File: src/rtl/mem_port_arbiter_if.sv
// Requester and memory-side signal bundle for mem_port_arbiter.
// slave is the arbiter's view; master is the requester/memory side.
interface mem_port_arbiter_if #(
    parameter int unsigned ADDRESS_BITS = 32,
    parameter int unsigned DATA_BITS    = 32,
    parameter int unsigned LINE_BITS    = 128
);
    logic                    iReq;
    logic [ADDRESS_BITS-1:0] iAddr;
    logic                    iAck;
    logic [LINE_BITS-1:0]    iData;

    logic                    dReq;
    logic [ADDRESS_BITS-1:0] dAddr;
    logic                    dAck;
    logic [LINE_BITS-1:0]    dData;

    logic                    sReq;
    logic [ADDRESS_BITS-1:0] sAddr;
    logic [DATA_BITS-1:0]    sData;
    logic                    sAck;

    logic                    memReq;
    logic                    memWe;
    logic [ADDRESS_BITS-1:0] memAddr;
    logic [DATA_BITS-1:0]    memWData;
    logic                    memAck;
    logic [LINE_BITS-1:0]    memRData;

    modport slave (
        input  iReq, iAddr, dReq, dAddr, sReq, sAddr, sData, memAck, memRData,
        output iAck, iData, dAck, dData, sAck, memReq, memWe, memAddr, memWData
    );

    modport master (
        output iReq, iAddr, dReq, dAddr, sReq, sAddr, sData, memAck, memRData,
        input  iAck, iData, dAck, dData, sAck, memReq, memWe, memAddr, memWData
    );
endinterface

File: src/rtl/mem_port_arbiter.sv
// Shares one memory port between icache fill, dcache fill and store drain (IDLE/BUSY/DONE).
// Define MEM_ARB_STARVE_GUARD_EN to promote a long-waiting store drain over both fills.
module mem_port_arbiter #(
    parameter int unsigned ADDRESS_BITS = 32,
    parameter int unsigned DATA_BITS    = 32,
    parameter int unsigned LINE_BITS    = 128,
    parameter int unsigned STARVE_LIMIT = 8,
    parameter int unsigned STARVE_BITS  = 4
) (
    input logic               clk,
    input logic               rst,
    mem_port_arbiter_if.slave bus
);
    typedef enum logic [1:0] {StIdle, StBusy, StDone} stateT;
    typedef enum logic [1:0] {GrantNone, GrantI, GrantD, GrantS} grantT;

    stateT                   stateQ;
    grantT                   grantQ;
    logic [ADDRESS_BITS-1:0] addrQ;
    logic [DATA_BITS-1:0]    wDataQ;
    logic                    weQ;
    logic                    memReqQ;
    logic                    iAckQ;
    logic                    dAckQ;
    logic                    sAckQ;
    logic [LINE_BITS-1:0]    iDataQ;
    logic [LINE_BITS-1:0]    dDataQ;

    grantT                   winner;
    logic [ADDRESS_BITS-1:0] winAddr;
    logic                    sPromote;

    // A promoted store overrides the fixed dcache > icache > store order.
    always_comb begin
        winner = GrantNone;
        if (bus.sReq && sPromote) begin
            winner = GrantS;
        end else if (bus.dReq) begin
            winner = GrantD;
        end else if (bus.iReq) begin
            winner = GrantI;
        end else if (bus.sReq) begin
            winner = GrantS;
        end
    end

    always_comb begin
        winAddr = bus.sAddr;
        case (winner)
            GrantI:  winAddr = bus.iAddr;
            GrantD:  winAddr = bus.dAddr;
            default: winAddr = bus.sAddr;
        endcase
    end

`ifdef MEM_ARB_STARVE_GUARD_EN
    logic [STARVE_BITS-1:0] starveCnt;

    assign sPromote = (starveCnt == STARVE_BITS'(STARVE_LIMIT));

    // Counts arbitration losses of a pending store; any IDLE with sReq high has a winner.
    always_ff @(posedge clk) begin
        if (rst || !bus.sReq) begin
            starveCnt <= '0;
        end else if (stateQ == StIdle) begin
            if (winner == GrantS) begin
                starveCnt <= '0;
            end else if (!sPromote) begin
                starveCnt <= starveCnt + STARVE_BITS'(1);
            end
        end
    end
`else
    assign sPromote = 1'b0;
`endif

    always_ff @(posedge clk) begin
        if (rst) begin
            stateQ  <= StIdle;
            grantQ  <= GrantNone;
            addrQ   <= '0;
            wDataQ  <= '0;
            weQ     <= 1'b0;
            memReqQ <= 1'b0;
            iAckQ   <= 1'b0;
            dAckQ   <= 1'b0;
            sAckQ   <= 1'b0;
            iDataQ  <= '0;
            dDataQ  <= '0;
        end else begin
            iAckQ <= 1'b0;
            dAckQ <= 1'b0;
            sAckQ <= 1'b0;
            unique case (stateQ)
                StIdle: begin
                    if (winner != GrantNone) begin
                        grantQ  <= winner;
                        addrQ   <= winAddr;
                        wDataQ  <= bus.sData;
                        weQ     <= (winner == GrantS);
                        memReqQ <= 1'b1;
                        stateQ  <= StBusy;
                    end
                end
                StBusy: begin
                    if (bus.memAck) begin
                        memReqQ <= 1'b0;
                        iAckQ   <= (grantQ == GrantI);
                        dAckQ   <= (grantQ == GrantD);
                        sAckQ   <= (grantQ == GrantS);
                        if (grantQ == GrantI) begin
                            iDataQ <= bus.memRData;
                        end
                        if (grantQ == GrantD) begin
                            dDataQ <= bus.memRData;
                        end
                        stateQ <= StDone;
                    end
                end
                StDone: begin
                    grantQ <= GrantNone;
                    stateQ <= StIdle;
                end
                default: begin
                    memReqQ <= 1'b0;
                    grantQ  <= GrantNone;
                    stateQ  <= StIdle;
                end
            endcase
        end
    end

    // The starvation counter must be able to reach its limit.
    starveCfg: assert property (@(posedge clk) STARVE_LIMIT < 2 ** STARVE_BITS);

    assign bus.memReq   = memReqQ;
    assign bus.memWe    = weQ;
    assign bus.memAddr  = addrQ;
    assign bus.memWData = wDataQ;
    assign bus.iAck     = iAckQ;
    assign bus.dAck     = dAckQ;
    assign bus.sAck     = sAckQ;
    assign bus.iData    = iDataQ;
    assign bus.dData    = dDataQ;
endmodule

File: src/flat_wrapper.sv
// flat-port wrapper written by rule: the top's interface ports become plain ports
module mem_port_arbiter_flat 
#(
    parameter int unsigned ADDRESS_BITS = 32,
    parameter int unsigned DATA_BITS    = 32,
    parameter int unsigned LINE_BITS    = 128,
    parameter int unsigned STARVE_LIMIT = 8,
    parameter int unsigned STARVE_BITS  = 4
)
  (clk, rst, bus_iReq, bus_iAddr, bus_dReq, bus_dAddr, bus_sReq, bus_sAddr, bus_sData, bus_memAck, bus_memRData, bus_iAck, bus_iData, bus_dAck, bus_dData, bus_sAck, bus_memReq, bus_memWe, bus_memAddr, bus_memWData);
  mem_port_arbiter_if #(.ADDRESS_BITS(ADDRESS_BITS), .DATA_BITS(DATA_BITS), .LINE_BITS(LINE_BITS)) bus_i ();
  input logic clk;
  input logic rst;
  input wire logic [$bits(bus_i.iReq)-1:0] bus_iReq;
  input wire logic [$bits(bus_i.iAddr)-1:0] bus_iAddr;
  input wire logic [$bits(bus_i.dReq)-1:0] bus_dReq;
  input wire logic [$bits(bus_i.dAddr)-1:0] bus_dAddr;
  input wire logic [$bits(bus_i.sReq)-1:0] bus_sReq;
  input wire logic [$bits(bus_i.sAddr)-1:0] bus_sAddr;
  input wire logic [$bits(bus_i.sData)-1:0] bus_sData;
  input wire logic [$bits(bus_i.memAck)-1:0] bus_memAck;
  input wire logic [$bits(bus_i.memRData)-1:0] bus_memRData;
  output wire logic [$bits(bus_i.iAck)-1:0] bus_iAck;
  output wire logic [$bits(bus_i.iData)-1:0] bus_iData;
  output wire logic [$bits(bus_i.dAck)-1:0] bus_dAck;
  output wire logic [$bits(bus_i.dData)-1:0] bus_dData;
  output wire logic [$bits(bus_i.sAck)-1:0] bus_sAck;
  output wire logic [$bits(bus_i.memReq)-1:0] bus_memReq;
  output wire logic [$bits(bus_i.memWe)-1:0] bus_memWe;
  output wire logic [$bits(bus_i.memAddr)-1:0] bus_memAddr;
  output wire logic [$bits(bus_i.memWData)-1:0] bus_memWData;
  assign bus_i.iReq = bus_iReq;
  assign bus_i.iAddr = bus_iAddr;
  assign bus_i.dReq = bus_dReq;
  assign bus_i.dAddr = bus_dAddr;
  assign bus_i.sReq = bus_sReq;
  assign bus_i.sAddr = bus_sAddr;
  assign bus_i.sData = bus_sData;
  assign bus_i.memAck = bus_memAck;
  assign bus_i.memRData = bus_memRData;
  assign bus_iAck = bus_i.iAck;
  assign bus_iData = bus_i.iData;
  assign bus_dAck = bus_i.dAck;
  assign bus_dData = bus_i.dData;
  assign bus_sAck = bus_i.sAck;
  assign bus_memReq = bus_i.memReq;
  assign bus_memWe = bus_i.memWe;
  assign bus_memAddr = bus_i.memAddr;
  assign bus_memWData = bus_i.memWData;
  mem_port_arbiter #(.ADDRESS_BITS(ADDRESS_BITS), .DATA_BITS(DATA_BITS), .LINE_BITS(LINE_BITS), .STARVE_LIMIT(STARVE_LIMIT), .STARVE_BITS(STARVE_BITS)) u_core (.clk(clk), .rst(rst), .bus(bus_i));
endmodule
File: config.mk
export PLATFORM = sky130hd
export DESIGN_NAME = mem_port_arbiter_flat
export DESIGN_NICKNAME = d
export VERILOG_FILES = /design/src/rtl/mem_port_arbiter_if.sv /design/src/rtl/mem_port_arbiter.sv /design/src/flat_wrapper.sv
export SDC_FILE = /design/constraint.sdc
export NUM_CORES = 1
export LEC_CHECK = 0
export CAP_MARGIN = 20
export CORE_AREA = 2 2 227 229
export CTS_CLUSTER_DIAMETER = 100
export CTS_CLUSTER_SIZE = 30
export DETAILED_ROUTE_END_ITERATION = 7
export DIE_AREA = 0 0 229 231
export DONT_BUFFER_PORTS = 1
export PLACE_DENSITY_LB_ADDON = 0.08
export SYNTH_ARGS = -nofsm -noshare
export SYNTH_HDL_FRONTEND = slang
export SYNTH_SLANG_ARGS = --single-unit
File: constraint.sdc
create_clock -name clk -period 5.1 [get_ports clk]
set_input_delay 0.51 -clock clk [delete_from_list [all_inputs] [get_ports clk]]
set_output_delay 0.51 -clock clk [all_outputs]
set_load 0.01 [all_outputs]
==> impl_metrics.env <==
export IMPL_synth_largest_area_cell="dfxtp_1"
export IMPL_synth_cells=1364
export IMPL_hold_buffers=0
export IMPL_p_seq_frac=0.583
export IMPL_setup_viol=0
export IMPL_cp_end_kind="register"
export IMPL_ios=587
export IMPL_insertion_delay_ns=0.53
export IMPL_grt_pass1_wl_um=62910
export IMPL_dieWidth_um=229
export IMPL_fp_dieH_um=231
export IMPL_p_leak_nw=5.709
export IMPL_hold_viol=0
export IMPL_area_growth_pct=7.038
export IMPL_max_freq_ghz=0.4150
export IMPL_maxCapViolations=0
export IMPL_grt_pass1_vias=8883
export IMPL_grt_setup_unrepaired="no"
export IMPL_synthesis_nets=1629
export IMPL_finalSetupTns_ns=0
export IMPL_cp_startpoint="u_core.stateQ[1]"
export IMPL_start_util=0.2684
export IMPL_clk_pin_slew_worst_paths_ns=0.12
export IMPL_crit_path_start_kind="register"
export IMPL_place_congestion=0.8186
export IMPL_wl_per_cell_um=22.28
export IMPL_synth_top_area_frac=0.4843
export IMPL_cellPowerDensity_mw_per_mm2=326.5
export IMPL_min_delay_start="bus_memAck"
export IMPL_switching_power_mw=1.242
export IMPL_final_nets=1548
export IMPL_grt_ovfl_total=0
export IMPL_coreArea_mm2=0.05068
export IMPL_wl_um=43930
export IMPL_grt_max_degree=457
export IMPL_track_usage=0.1559
export IMPL_drv_slew=0
export IMPL_period_share=0.4725
export IMPL_post_route_drc_count=0
export IMPL_synth_top_cells_by_area="dfxtp_1, mux2i_1, nand2b_1, nand2_1, a21oi_1"
export IMPL_cp_required_ns=5.57
export IMPL_p_int_mw=3.510
export IMPL_fillers=5470
export IMPL_crit_type="reg -> reg"
export IMPL_synth_distinct_cells=26
export IMPL_finalNonFillerCells=1972
export IMPL_cts_buffer_depth=3
export IMPL_post_cts_buffers=0
export IMPL_num_rows=83
export IMPL_vias=8961
export IMPL_netlist_area_mm2=0.01360
export IMPL_drtPass1Iterations=4
export IMPL_tightestPinTransition_ns=1.373
export IMPL_clock_root_buffer="clkbuf_16"
export IMPL_clkPwrFrac=0.342
export IMPL_slew_headroom=0.08442
export IMPL_finClkSkew_ns=0.01790
export IMPL_dp_final_hpwl_um=31160
export IMPL_p_sw_frac=0.2614
export IMPL_ant_nets=0
export IMPL_ys_ff_latch=329
export IMPL_dieArea_mm2=0.05290
export IMPL_synth_warnings=0
export IMPL_max_vdd_ir_drop_mv=0.1811
export IMPL_period_needed_ns=2.410
export IMPL_avgSynthCellArea_um2=9.971
export IMPL_drt_vias_per_instance=4.544
export IMPL_post_cts_resized=0
export IMPL_cp_max_fo=34
export IMPL_drive_above_1_share=0.03176
export IMPL_cts_tree="done"
export IMPL_yosysSeqAreaShare=0.4843
export IMPL_status="finished clean"
export IMPL_cts_made_buffers=16
export IMPL_placed_cells=1945
export IMPL_drtIter0Drc=459
export IMPL_r2r_start="u_core.stateQ[1]"
export IMPL_grt_antenna_before_repair=3
export IMPL_combPwrFrac=0.075
export IMPL_h_tree_depth=1
export IMPL_arrival_ns=2.88
export IMPL_port_buffers=0
export IMPL_hold_path_class="in -> reg"
export IMPL_cts_sinks=329
==> Yosys cell counts, drive strengths merged <==
cell type and count:
nand2b 384, dfxtp 329, mux2i 257, nand2 98, clkbuf 76, a21oi 67, nor2 38, a211o 32
a22oi 32, buf 32, ha 3, inv 3, a2111oi 2, nor3 2, or3b 2, and3 1
nand3b 1, nor2b 1, nor3b 1, o21ai 1, o21bai 1, or3 1
==> power groups by stage <==
stage	combinational [mW]	clock (mW)	sequential, mW
after floorplan	0.335	0	2.79
after global placement	0.355	0	2.83
after detailed placement	0.360	0	2.83
after CTS	0.361	1.72	2.78
after global routing	0.396	1.79	2.78
final	0.357	1.62	2.77
==> critical path, stage by stage, from the launching register on <==
cell	delay, ns
dfxtp_1	0.39
nand3b_1	0.26
nor3b_2	0.31
buf_4	0.58
buf_4	0.49
mux2i_1	0.24
==> layer usage <==
| layer | vias to the layer above | track usage | routed length [um] | part of all wire |
|---|---|---|---|---|
| met5 | - | 0 | 33 | 0.00075 |
| met4 | 4 | 0.03348 | 568 | 0.013 |
| met2 | 313 | 0.2886 | 22830 | 0.52 |
| li1 | 4339 | - | - | - |
| met1 | 4278 | 0.1633 | 15930 | 0.36 |
| met3 | 27 | 0.06633 | 4574 | 0.10 |
==> kinds of logic after synthesis <==
logic type,share of synthesized area
buf+inv,0.04002
flops,0.4843
fa+ha+maj,0.002760
mux,0.1891
simple gates,0.2187
compound gates,0.06513
==> worst paths after layout <==
| check | cells past startpoint | slack (ns) | to |
|---|---|---|---|
| worst max-delay path | 5 | 2.69 | u_core.bus.dData[5] |
| worst min-delay path | 1 | 0.08 | u_core.stateQ[0] |
| worst max register to register | 5 | 2.69 | u_core.bus.dData[5] |
| worst min register to register | 2 | 0.51 | u_core.bus.memWData[16] |
==> cell usage in the layout, fill, tap and decap left out, types with 2 or more instances in the layout <==
cell,synthesis,final
buf_12,0,2
a2111oi_0,2,2
nand2b_1,384,384
clkinv_4,0,2
mux2i_1,257,257
a211o_1,32,32
inv_1,3,3
inv_6,0,2
nor2_1,38,38
a21oi_1,67,67
dfxtp_1,329,329
clkinv_2,0,2
a22oi_1,32,32
nand2_1,98,98
ha_1,3,2
buf_4,4,7
clkbuf_16,0,17
==> per-stage QoR <==
| step | cell area, um^2 | utilization | power (mW) | hold slack [ns] | worst slack [ns] |
|---|---|---|---|---|---|
| 6_report | 14560 | 0.2873 | 4.753 | 0.08368 | 2.690 |
| 5_1_grt | 14560 | 0.2873 | 4.968 | 0.06036 | 2.523 |
| 4_1_cts | 14560 | 0.2872 | 4.854 | 0.03515 | 2.643 |
| 3_5_place_dp | 14030 | 0.2768 | 3.194 | 0.4923 | 2.434 |
| 3_3_place_gp | 14030 | 0.2768 | 3.189 | 0.4888 | 2.481 |
| 2_1_floorplan | 13600 | - | 3.126 | 0.4805 | 2.678 |
==> flip-flops by register name, indices dropped and copies added, names as in the netlist <==
name,flops
u_core.stateQ,2
u_core.bus.memReq,1
u_core.bus.memAddr,32
u_core.bus.dAck,1
u_core.bus.memWe,1
u_core.bus.memWData,32
u_core.bus.dData,128
u_core.bus.iData,128
u_core.bus.sAck,1
u_core.bus.iAck,1
u_core.grantQ,2
==> cell type report <==
| class | instances | area, um^2 | share of cell area |
|---|---|---|---|
| Tap cell | 680 | 850.8 | 0.05844 |
| Timing Repair Buffer | 9 | 92.59 | 0.006360 |
| Inverter | 3 | 11.26 | 0.0007735 |
| Antenna cell | 1 | 2.502 | 0.0001719 |
| Multi-Input combinational cell | 924 | 6486 | 0.4456 |
| Clock buffer | 17 | 425.4 | 0.02922 |
| Clock inverter | 9 | 102.6 | 0.007048 |
| Sequential cell | 329 | 6586 | 0.4524 |
Power figures use the tool's default switching activity.
